<file path="src/rtl/serial_transmitter_if.sv">
// Valid/ready word handshake into the serial transmitter FIFO.
interface serial_transmitter_if;
  logic [6:0] data_in;
  logic       data_valid;
  logic       data_ready;

  modport master (output data_in, output data_valid, input data_ready);
  modport slave  (input data_in, input data_valid, output data_ready);
endinterface

</file>
<file path="src/rtl/serial_transmitter.sv">
// Serial transmitter: buffers 7-bit words in a FIFO and sends each as
// start(0), D0..D6 LSB first, even parity, STOP_BITS high cycles.
// The line idles high and serial_out is registered.
module serial_transmitter #(
  parameter int FIFO_DEPTH = 4,
  parameter int STOP_BITS  = 1
) (
  input  logic                          clk,
  input  logic                          rstn,
  serial_transmitter_if.slave           in_if,
  output logic                          serial_out,
  output logic                          busy,
  output logic [$clog2(FIFO_DEPTH):0]   fifo_count
);

  localparam int PTR_W = $clog2(FIFO_DEPTH);
  localparam int CNT_W = PTR_W + 1;
  // One counter serves both the data-bit index (0..6) and the stop-cycle index.
  localparam int BIT_W = (STOP_BITS > 7) ? $clog2(STOP_BITS) + 1 : 3;

  localparam logic [CNT_W-1:0] FULL      = CNT_W'(FIFO_DEPTH);
  localparam logic [BIT_W-1:0] LAST_DATA = BIT_W'(6);
  localparam logic [BIT_W-1:0] LAST_STOP = BIT_W'(STOP_BITS - 1);

  typedef enum logic [2:0] {
    S_IDLE,
    S_START,
    S_DATA,
    S_PARITY,
    S_STOP
  } state_e;

  state_e            state_q, state_d;
  logic [PTR_W-1:0]  wr_ptr_q, wr_ptr_d;
  logic [PTR_W-1:0]  rd_ptr_q, rd_ptr_d;
  logic [CNT_W-1:0]  count_q, count_d;
  logic [BIT_W-1:0]  bit_cnt_q, bit_cnt_d;
  logic [6:0]        shift_q, shift_d;
  logic              parity_q, parity_d;
  logic              serial_out_q, serial_out_d;
  logic [6:0]        mem_q [FIFO_DEPTH];

  logic push;
  logic pop;
  logic [6:0] head;

  assign in_if.data_ready = (count_q != FULL);
  assign push             = in_if.data_valid && in_if.data_ready;
  assign head             = mem_q[rd_ptr_q];
  assign serial_out       = serial_out_q;
  assign busy             = (state_q != S_IDLE);
  assign fifo_count       = count_q;

  // FIFO storage write; contents need no reset since the pointers gate them.
  always_ff @(posedge clk) begin
    if (push) mem_q[wr_ptr_q] <= in_if.data_in;
  end

  // FIFO pointer and occupancy bookkeeping.
  always_comb begin
    wr_ptr_d = wr_ptr_q + PTR_W'(push);
    rd_ptr_d = rd_ptr_q + PTR_W'(pop);
    count_d  = count_q;
    case ({push, pop})
      2'b10:   count_d = count_q + CNT_W'(1);
      2'b01:   count_d = count_q - CNT_W'(1);
      default: count_d = count_q;
    endcase
  end

  // Framing FSM: pops the FIFO head in IDLE or on the final stop cycle so
  // frames run back-to-back; the line value is registered one cycle later.
  always_comb begin
    state_d      = state_q;
    bit_cnt_d    = bit_cnt_q;
    shift_d      = shift_q;
    parity_d     = parity_q;
    pop          = 1'b0;
    serial_out_d = 1'b1;
    case (state_q)
      S_IDLE: begin
        serial_out_d = 1'b1;
        if (count_q != '0) begin
          pop      = 1'b1;
          shift_d  = head;
          parity_d = ^head;
          state_d  = S_START;
        end
      end
      S_START: begin
        serial_out_d = 1'b0;
        bit_cnt_d    = '0;
        state_d      = S_DATA;
      end
      S_DATA: begin
        serial_out_d = shift_q[0];
        shift_d      = shift_q >> 1;
        if (bit_cnt_q == LAST_DATA) begin
          state_d = S_PARITY;
        end else begin
          bit_cnt_d = bit_cnt_q + BIT_W'(1);
        end
      end
      S_PARITY: begin
        serial_out_d = parity_q;
        bit_cnt_d    = '0;
        state_d      = S_STOP;
      end
      S_STOP: begin
        serial_out_d = 1'b1;
        if (bit_cnt_q == LAST_STOP) begin
          if (count_q != '0) begin
            pop      = 1'b1;
            shift_d  = head;
            parity_d = ^head;
            state_d  = S_START;
          end else begin
            state_d = S_IDLE;
          end
        end else begin
          bit_cnt_d = bit_cnt_q + BIT_W'(1);
        end
      end
      default: begin
        state_d = S_IDLE;
      end
    endcase
  end

  // State, pointer and line registers with asynchronous reset.
  always_ff @(posedge clk or negedge rstn) begin
    if (!rstn) begin
      state_q      <= S_IDLE;
      wr_ptr_q     <= '0;
      rd_ptr_q     <= '0;
      count_q      <= '0;
      bit_cnt_q    <= '0;
      shift_q      <= '0;
      parity_q     <= 1'b0;
      serial_out_q <= 1'b1;
    end else begin
      state_q      <= state_d;
      wr_ptr_q     <= wr_ptr_d;
      rd_ptr_q     <= rd_ptr_d;
      count_q      <= count_d;
      bit_cnt_q    <= bit_cnt_d;
      shift_q      <= shift_d;
      parity_q     <= parity_d;
      serial_out_q <= serial_out_d;
    end
  end

endmodule
</file>
<file path="src/flat_wrapper.sv">
// flat-port wrapper written by rule: the top's interface ports become plain ports
module serial_transmitter_flat 
#(
  parameter int FIFO_DEPTH = 4,
  parameter int STOP_BITS  = 1
)
  (clk, rstn, serial_out, busy, fifo_count, in_if_data_in, in_if_data_valid, in_if_data_ready);
  serial_transmitter_if in_if_i ();
  input  logic clk;
  input  logic rstn;
  output logic serial_out;
  output logic busy;
  output logic [$clog2(FIFO_DEPTH):0] fifo_count;
  input wire logic [$bits(in_if_i.data_in)-1:0] in_if_data_in;
  input wire logic [$bits(in_if_i.data_valid)-1:0] in_if_data_valid;
  output wire logic [$bits(in_if_i.data_ready)-1:0] in_if_data_ready;
  assign in_if_i.data_in = in_if_data_in;
  assign in_if_i.data_valid = in_if_data_valid;
  assign in_if_data_ready = in_if_i.data_ready;
  serial_transmitter #(.FIFO_DEPTH(FIFO_DEPTH), .STOP_BITS(STOP_BITS)) u_core (.clk(clk), .rstn(rstn), .in_if(in_if_i), .serial_out(serial_out), .busy(busy), .fifo_count(fifo_count));
endmodule
</file>
<file path="config.mk">
export PLATFORM = sky130hd
export DESIGN_NAME = serial_transmitter_flat
export DESIGN_NICKNAME = d
export VERILOG_FILES = /design/src/rtl/serial_transmitter_if.sv /design/src/rtl/serial_transmitter.sv /design/src/flat_wrapper.sv
export SDC_FILE = /design/constraint.sdc
export NUM_CORES = 1
export LEC_CHECK = 0
export BUFFER_PORTS_ARGS = -buffer_cell sky130_fd_sc_hd__buf_4
export CELL_PAD_IN_SITES_DETAIL_PLACEMENT = 2
export CELL_PAD_IN_SITES_GLOBAL_PLACEMENT = 2
export CORE_ASPECT_RATIO = 2
export CORE_MARGIN = 2
export CORE_UTILIZATION = 25
export DETAILED_ROUTE_END_ITERATION = 10
export GPL_TIMING_DRIVEN = 1
export PLACE_DENSITY = 0.61
export SLEW_MARGIN = 25
export SYNTH_ARGS = -nofsm -noshare
export SYNTH_HDL_FRONTEND = slang
export SYNTH_SLANG_ARGS = --single-unit
</file>
<file path="constraint.sdc">
create_clock -name clk -period 3.7 [get_ports clk]
set_input_delay 0.185 -clock clk [delete_from_list [all_inputs] [get_ports clk]]
set_output_delay 0.185 -clock clk [all_outputs]
set_load 0.05 [all_outputs]
</file>
---- Word level (Yosys, flattened, before mapping) ----
Memories as Yosys holds them, arrays and structs flattened.
Cells that the tools add are included.
word-level totals
  flip-flop bits (word level) ............. 22
  bits in writable memories ............... 28
  memories ................................ 1
cells by class
  add/subtract/negate cells ............... 5
  eq/ne operators ......................... 13
  mux-type cells .......................... 21
  reductions and logical operators ........ 15
memory list
  memory        words  bits a word  rd ports  clocked after memory_dff  wr ports  RTL line                  source
  u_core.mem_q  4      7            1         0                         1         serial_transmitter.sv:41  logic [6:0] mem_q [FIFO_DEPTH];
operators by type and width
  kind                                                  number
  case mux 7 bit (3 select lines)                       1
  2-to-1 mux 3 bit                                      5
  case mux 3 bit (5 select lines)                       1
  2-to-1 mux 7 bit                                      2
  nonzero test 3 bit                                    4
  case mux 3 bit (3 select lines)                       1
  2-to-1 mux 1 bit                                      7
  XOR reduction 7 bit                                   1
  adder 3 x 1 -> 3 bit (second input constant)          2
  equality test 3 x 2 -> 1 bit (second input constant)  2
  equality test 3 bit (second input constant)           2
  zero test 3 bit                                       2
  != test 2 x 1 -> 1 bit (second input constant)        3
  case mux 3 bit (2 select lines)                       1
  AND reduction 3 bit                                   2
  adder 2 x 1 -> 2 bit                                  2
  != test 2 bit (second input constant)                 2
  case mux 1 bit (2 select lines)                       2
  AND reduction 2 bit                                   2
  nonzero test 2 bit                                    2
  equality test 3 x 1 -> 1 bit (second input constant)  1
  != test 3 bit (second input constant)                 1
  case mux 1 bit (3 select lines)                       1
  subtractor 3 x 1 -> 3 bit (second input constant)     1
  other kinds (4)                                       4

---- Longest topological paths before layout ----
  word-level depth ........................ 6
  mapped depth ............................ 10
  gate-level depth less buffers ........... 10

---- Least setup slack after synthesis ----
OpenSTA, ideal clock, no wires.
  path kind ............................... reg2reg
  from .................................... reg u_core.count_q[2], in the netlist u_core.fifo_count[2]
  to ...................................... reg u_core.count_q[2], in the netlist u_core.fifo_count[2]
  library setup time ...................... 82 ps
  arrival time ............................ 2520 ps
  required time ........................... 3618 ps
  path slack .............................. 1098 ps
  stages on the path, launching flop included .. 9
  buffers on the path ..................... 0
  clock period less this slack ............ 2602 ps
  cell sequence ........................... dfrtp_1 -> nand3_1 -> nand2_1 -> ha_1 -> inv_1 -> fa_1 -> xor2_1 -> nor2_1 -> xor2_1
on the way
  elaborated cells between the ends (all ways) .. 12
  those cells by class .................... add/sub: 2; eq/ne: 3; mux: 4; reduce/logical: 3
RTL lines
  element                                                                RTL line                   source
  start, declared                                                        serial_transmitter.sv:36   logic [CNT_W-1:0] count_q, count_d;
  start signal, assigned                                                 serial_transmitter.sv:145  count_q <= count_d;
  != test 3 bit (*)                                                      serial_transmitter.sv:47   assign in_if.data_ready = (count_q != FULL);
  net in_if_data_ready                                                   flat_wrapper.sv:16         output wire logic [$bits(in_if_i.data_ready)-1:0] in_if_data_ready;
  logical AND 1 bit (*)                                                  serial_transmitter.sv:48   assign push = in_if.data_valid && in_if.data_ready;
  equality test 2 x 1 -> 1 bit or equality test 2 bit (tied branches)    serial_transmitter.sv:64   case ({push, pop})
  case mux 3 bit (2 select lines) or nonzero test 2 bit (tied branches)  n/a
Mark *: on every way through the listed nets, which the timed path passes. The rest lies on a longest branch.
A chain may end at the register's enable or synchronous reset.

---- Worst setup path after layout ----
  from .................................... reg u_core.bit_cnt_q[0]
  to ...................................... reg u_core.count_q[2], in the netlist u_core.fifo_count[2]
on the way
  longest elaborated chain between the ends .. 5
  elaborated cells between the ends (all ways) .. 7
  those cells by class .................... eq/ne: 2; mux: 3; reduce/logical: 2
RTL lines
  element                                                                RTL line                   source
  start, declared                                                        serial_transmitter.sv:37   logic [BIT_W-1:0] bit_cnt_q, bit_cnt_d;
  start signal, assigned                                                 serial_transmitter.sv:146  bit_cnt_q <= bit_cnt_d;
  zero test 3 bit (*)                                                    serial_transmitter.sv:111  if (bit_cnt_q == LAST_STOP) begin
  2-to-1 mux 1 bit (*)                                                   serial_transmitter.sv:111
  case mux 1 bit (2 select lines) (*)                                    serial_transmitter.sv:80   case (state_q)
  equality test 2 x 1 -> 1 bit or equality test 2 bit (tied branches)    serial_transmitter.sv:64
  case mux 3 bit (2 select lines) or nonzero test 2 bit (tied branches)  n/a
Every way passes the cells marked *; elsewhere a longest branch is shown, timed or not.

==> impl_metrics.csv <==
group,metric,value,unit
synthesis,yosysTopAreaCell,"edfxtp_1",
timing,rsz0062_at_grt,"false",
worst_setup_path,crit_chain,"inv_1 -> ha_1 -> nand2b_1 -> a2111oi_4 -> buf_4 -> ha_1 -> inv_1 -> fa_1 -> xor2_1 -> nor2_1 -> xor2_1",
global_routing,grt-ovfl-total,0,
worst_setup_path,path_class,"flip-flop to flip-flop",
timing,holdWs,0.0862,ns
power,net-switching-power,1000,µW
worst_setup_path,r2r_setup_slack,1.15,ns
clocking,numCtsBuffers,5,
die,die_area,9690,µm²
synthesis,syn-cell-area,2220,µm²
detailed_routing,dr.first_iter.drc_count,40,
power,p_leak,0.00107,µW
power,p_per_area,1030,nW/µm²
timing,setup_viol,0,
finish,antenna_cells,0,
global_routing,grt_pass1_vias,1451,
status,status,"finished, final reports clean",
timing,skew,0.00729,ns
global_routing,grt_max_degree,23,
finish,nFillCells,912,
synthesis,synth_ff_type,"edfxtp_1",
worst_setup_path,cp_data_arrival_time,2.76,ns
detailed_routing,vias,1241,
power,peakVddDrop,447,µV
clocking,cts_tree,"done",
finish,area_delta_synth_final,20.0,%
run,cap_violations,0,
timing,period_share,0.689,
die,std_cell_rows,48,
synthesis,ys_seq_area_frac,0.628,
finish,final_cell_area,2660,µm²
timing,finalMaxSlewViolations,0,
timing,setup_ws,1.15,ns
placed_design,gp_congestion,0.693,
synthesis,synth_edf_count,28,
synthesis,synthDistinctLibCells,40,
worst_setup_path,critPathBufInv,3,
detailed_routing,vias_per_cell,4.65,
synthesis,avgSynthCellArea,15.3,µm²
finish,drive_above_1_share,0.228,
synthesis,synth_seq_cells,50,
synthesis,synthArstFlopShare,0.440,
timing,min_period,2.55,ns
min_path,worstHoldPathType,"input pin to flip-flop",
worst_setup_path,crit_required,3.92,ns
worst_setup_path,crit_path_max_incr_delay,0.41,ns
power,finalPower,2750,µW
die,io_pins,16,
clocking,clk_pin_slew,0.07,ns
clocking,cts_max_level,2,
power,p_sw_frac,0.364,
power,p_clk_frac,0.215,
timing,hold_viol,0,
timing,setup_tns,0,ns
timing,tightest_slew,0.831,ns
placed_design,post-place-ws,1.15,ns
global_routing,grt_pass1_wl,7490,µm
synthesis,yosys_warnings,0,
power,p_int,1750,µW
placed_design,port_buffers,15,
detailed_routing,drt_first_pass_iters,4,
die,die_x,70.6,µm
synthesis,synth_area_leaders,"edfxtp_1 (38%), dfrtp_1 (24%), mux4_2 (5.1%), ha_1 (3.4%), inv_1 (2.4%)",
clocking,clockBufferDepth,2,
finish,final_nets,183,
power,seqPwrFrac,0.360,
die,die-height,137,µm
clocking,cts.sinks,50,
synthesis,syn_nets,162,
clocking,cts-root-buf,"clkbuf_16",
worst_setup_path,endpoint_kind,"flip-flop",
detailed_routing,wl_per_cell,17.1,µm
timing,maxSlewHeadroom,0.443,
worst_setup_path,path_max_fanout,10,
detailed_routing,wirelength,4560,µm
detailed_routing,route.detailed.drc,0,
detailed_routing,ant_nets,0,
worst_setup_path,cp_slowest_cell,"dfrtp_1",
power,p_comb_frac,0.425,
timing,max_clock_freq,0.392,GHz
placed_design,dpl.hpwl,3330,µm
worst_setup_path,critical-path-top-delay-family,"adder cells",
worst_setup_path,startpoint_type,"flip-flop",
die,start_util,0.257,
synthesis,synth.top_cell.area_share,0.379,
placed_design,dpl-instance-area,2460,µm²
clocking,clock_latency,0.29,ns
global_routing,grt_usage,0.105,
synthesis,syn_inst,145,
global_routing,antenna_found_initial,0,
die,coreArea,8650,µm²
clocking,ctsResizeCount,0,
worst reg2reg max path: stages, from the launching register on:
cell and delay (ns):
dfrtp_1 0.41, inv_1 0.12, ha_1 0.20, nand2b_1 0.14, a2111oi_4 0.36, buf_4 0.22
ha_1 0.19, inv_1 0.06, fa_1 0.37, xor2_1 0.15, nor2_1 0.11, xor2_1 0.15
layout make-up:
type,instances,area [µm²],share of cell area
inverter,14,52.6,0.0197
tap,100,125,0.0470
multi-input combinational,76,752,0.283
timing repair buffer,19,145,0.0545
clock buffer,5,125,0.0470
sequential,50,1390,0.523
clock inverter,3,68.8,0.0259
cell families (layout without fill, tap and decap cells):
logic type / after synthesis / in the layout / share of synthesized area
compound gates: 20 / 20 / 0.0733
xor+xnor: 10 / 10 / 0.0587
fa+ha+maj: 7 / 7 / 0.0429
buf+inv: 19 / 41 / 0.0355
flops: 50 / 50 / 0.628
mux: 11 / 11 / 0.0953
simple gates: 28 / 28 / 0.0666
cells in the mapped netlist (all sizes together), types with 3 or more instances:
cell    count
nand2b      3
nor2        8
o21ai       5
edfxtp     28
xor2        4
nor3b       3
mux4        7
ha          6
nand2       4
a22oi       4
xnor2       4
dfrtp      21
inv        14
clkbuf      4
state kept, by name, summed over array words and instances (netlist names):
| signal | count |
|---|---|
| u_core.shift_q | 7 |
| u_core.fifo_count | 3 |
| u_core.rd_ptr_q | 2 |
| u_core.mem_q | 28 |
| u_core.state_q | 3 |
| u_core.wr_ptr_q | 2 |
| u_core.bit_cnt_q | 3 |
| u_core.serial_out | 1 |
| u_core.parity_q | 1 |
what timing repair did:
action                                 CTS  global route
buffers inserted                         0             0
hold buffers                             1             0
endpoints found under the hold margin   21             0
per-stage QoR:
step / cells / utilization
4_1_cts: 267 / 0.308
2_1_floorplan: 145 / -
5_1_grt: 267 / 0.308
3_5_place_dp: 258 / 0.284
6_report: 267 / 0.308
3_3_place_gp: 258 / 0.284
layout by cell type, fill, tap and decap left out, types with 2 or more instances in the layout:
| master | Yosys | final |
|---|---|---|
| xnor3_1 | 2 | 2 |
| mux2i_1 | 2 | 2 |
| nand3_1 | 2 | 2 |
| buf_4 | 0 | 18 |
| clkbuf_16 | 0 | 5 |
| mux4_1 | 2 | 2 |
| ha_1 | 6 | 6 |
| dfrtp_1 | 21 | 21 |
| xor2_1 | 4 | 4 |
| a221oi_1 | 2 | 2 |
| nand2b_1 | 3 | 3 |
| xnor2_2 | 2 | 2 |
| edfxtp_1 | 28 | 28 |
| nor3b_1 | 3 | 3 |
| nor2_1 | 8 | 8 |
| a22oi_1 | 4 | 4 |
| a211oi_1 | 2 | 2 |
| o21ai_0 | 5 | 5 |
| inv_1 | 14 | 14 |
| bufinv_16 | 0 | 2 |
| nand2_1 | 4 | 4 |
| mux4_2 | 5 | 5 |
| xnor2_1 | 2 | 2 |
power by group through the flow:
stage | Combinational [µW] | Clock, µW | Sequential, µW
final | 1170 | 590 | 988
after global routing | 1290 | 621 | 1020
after global placement | 1090 | 0 | 977
after detailed placement | 1180 | 0 | 1010
after CTS | 1200 | 607 | 996
after floorplan | 885 | 0 | 964
worst paths after layout:
path                                     start  cells after the start              endpoint
setup reg to reg           u_core.bit_cnt_q[0]                     11  u_core.fifo_count[2]
hold / removal                in_if_data_in[2]                      1    u_core.mem_q[3][2]
max in group asynchronous                 rstn                      2     u_core.serial_out
setup / recovery           u_core.bit_cnt_q[0]                     11  u_core.fifo_count[2]
hold reg to reg              u_core.shift_q[6]                      2     u_core.shift_q[5]
min in group asynchronous                 rstn                      2  u_core.fifo_count[1]
routing by layer:
| layer | global-route usage | share of wire | vias to the layer above | wire length, µm |
|---|---|---|---|---|
| met4 | 0.0503 | 0.022 | 0 | 99 |
| met5 | 0 | 0 | - | 0 |
| met1 | 0.101 | 0.35 | 639 | 1610 |
| met2 | 0.201 | 0.60 | 21 | 2710 |
| met3 | 0.0271 | 0.028 | 7 | 129 |
| li1 | - | - | 574 | - |
Power figures use the tool's default switching activity.
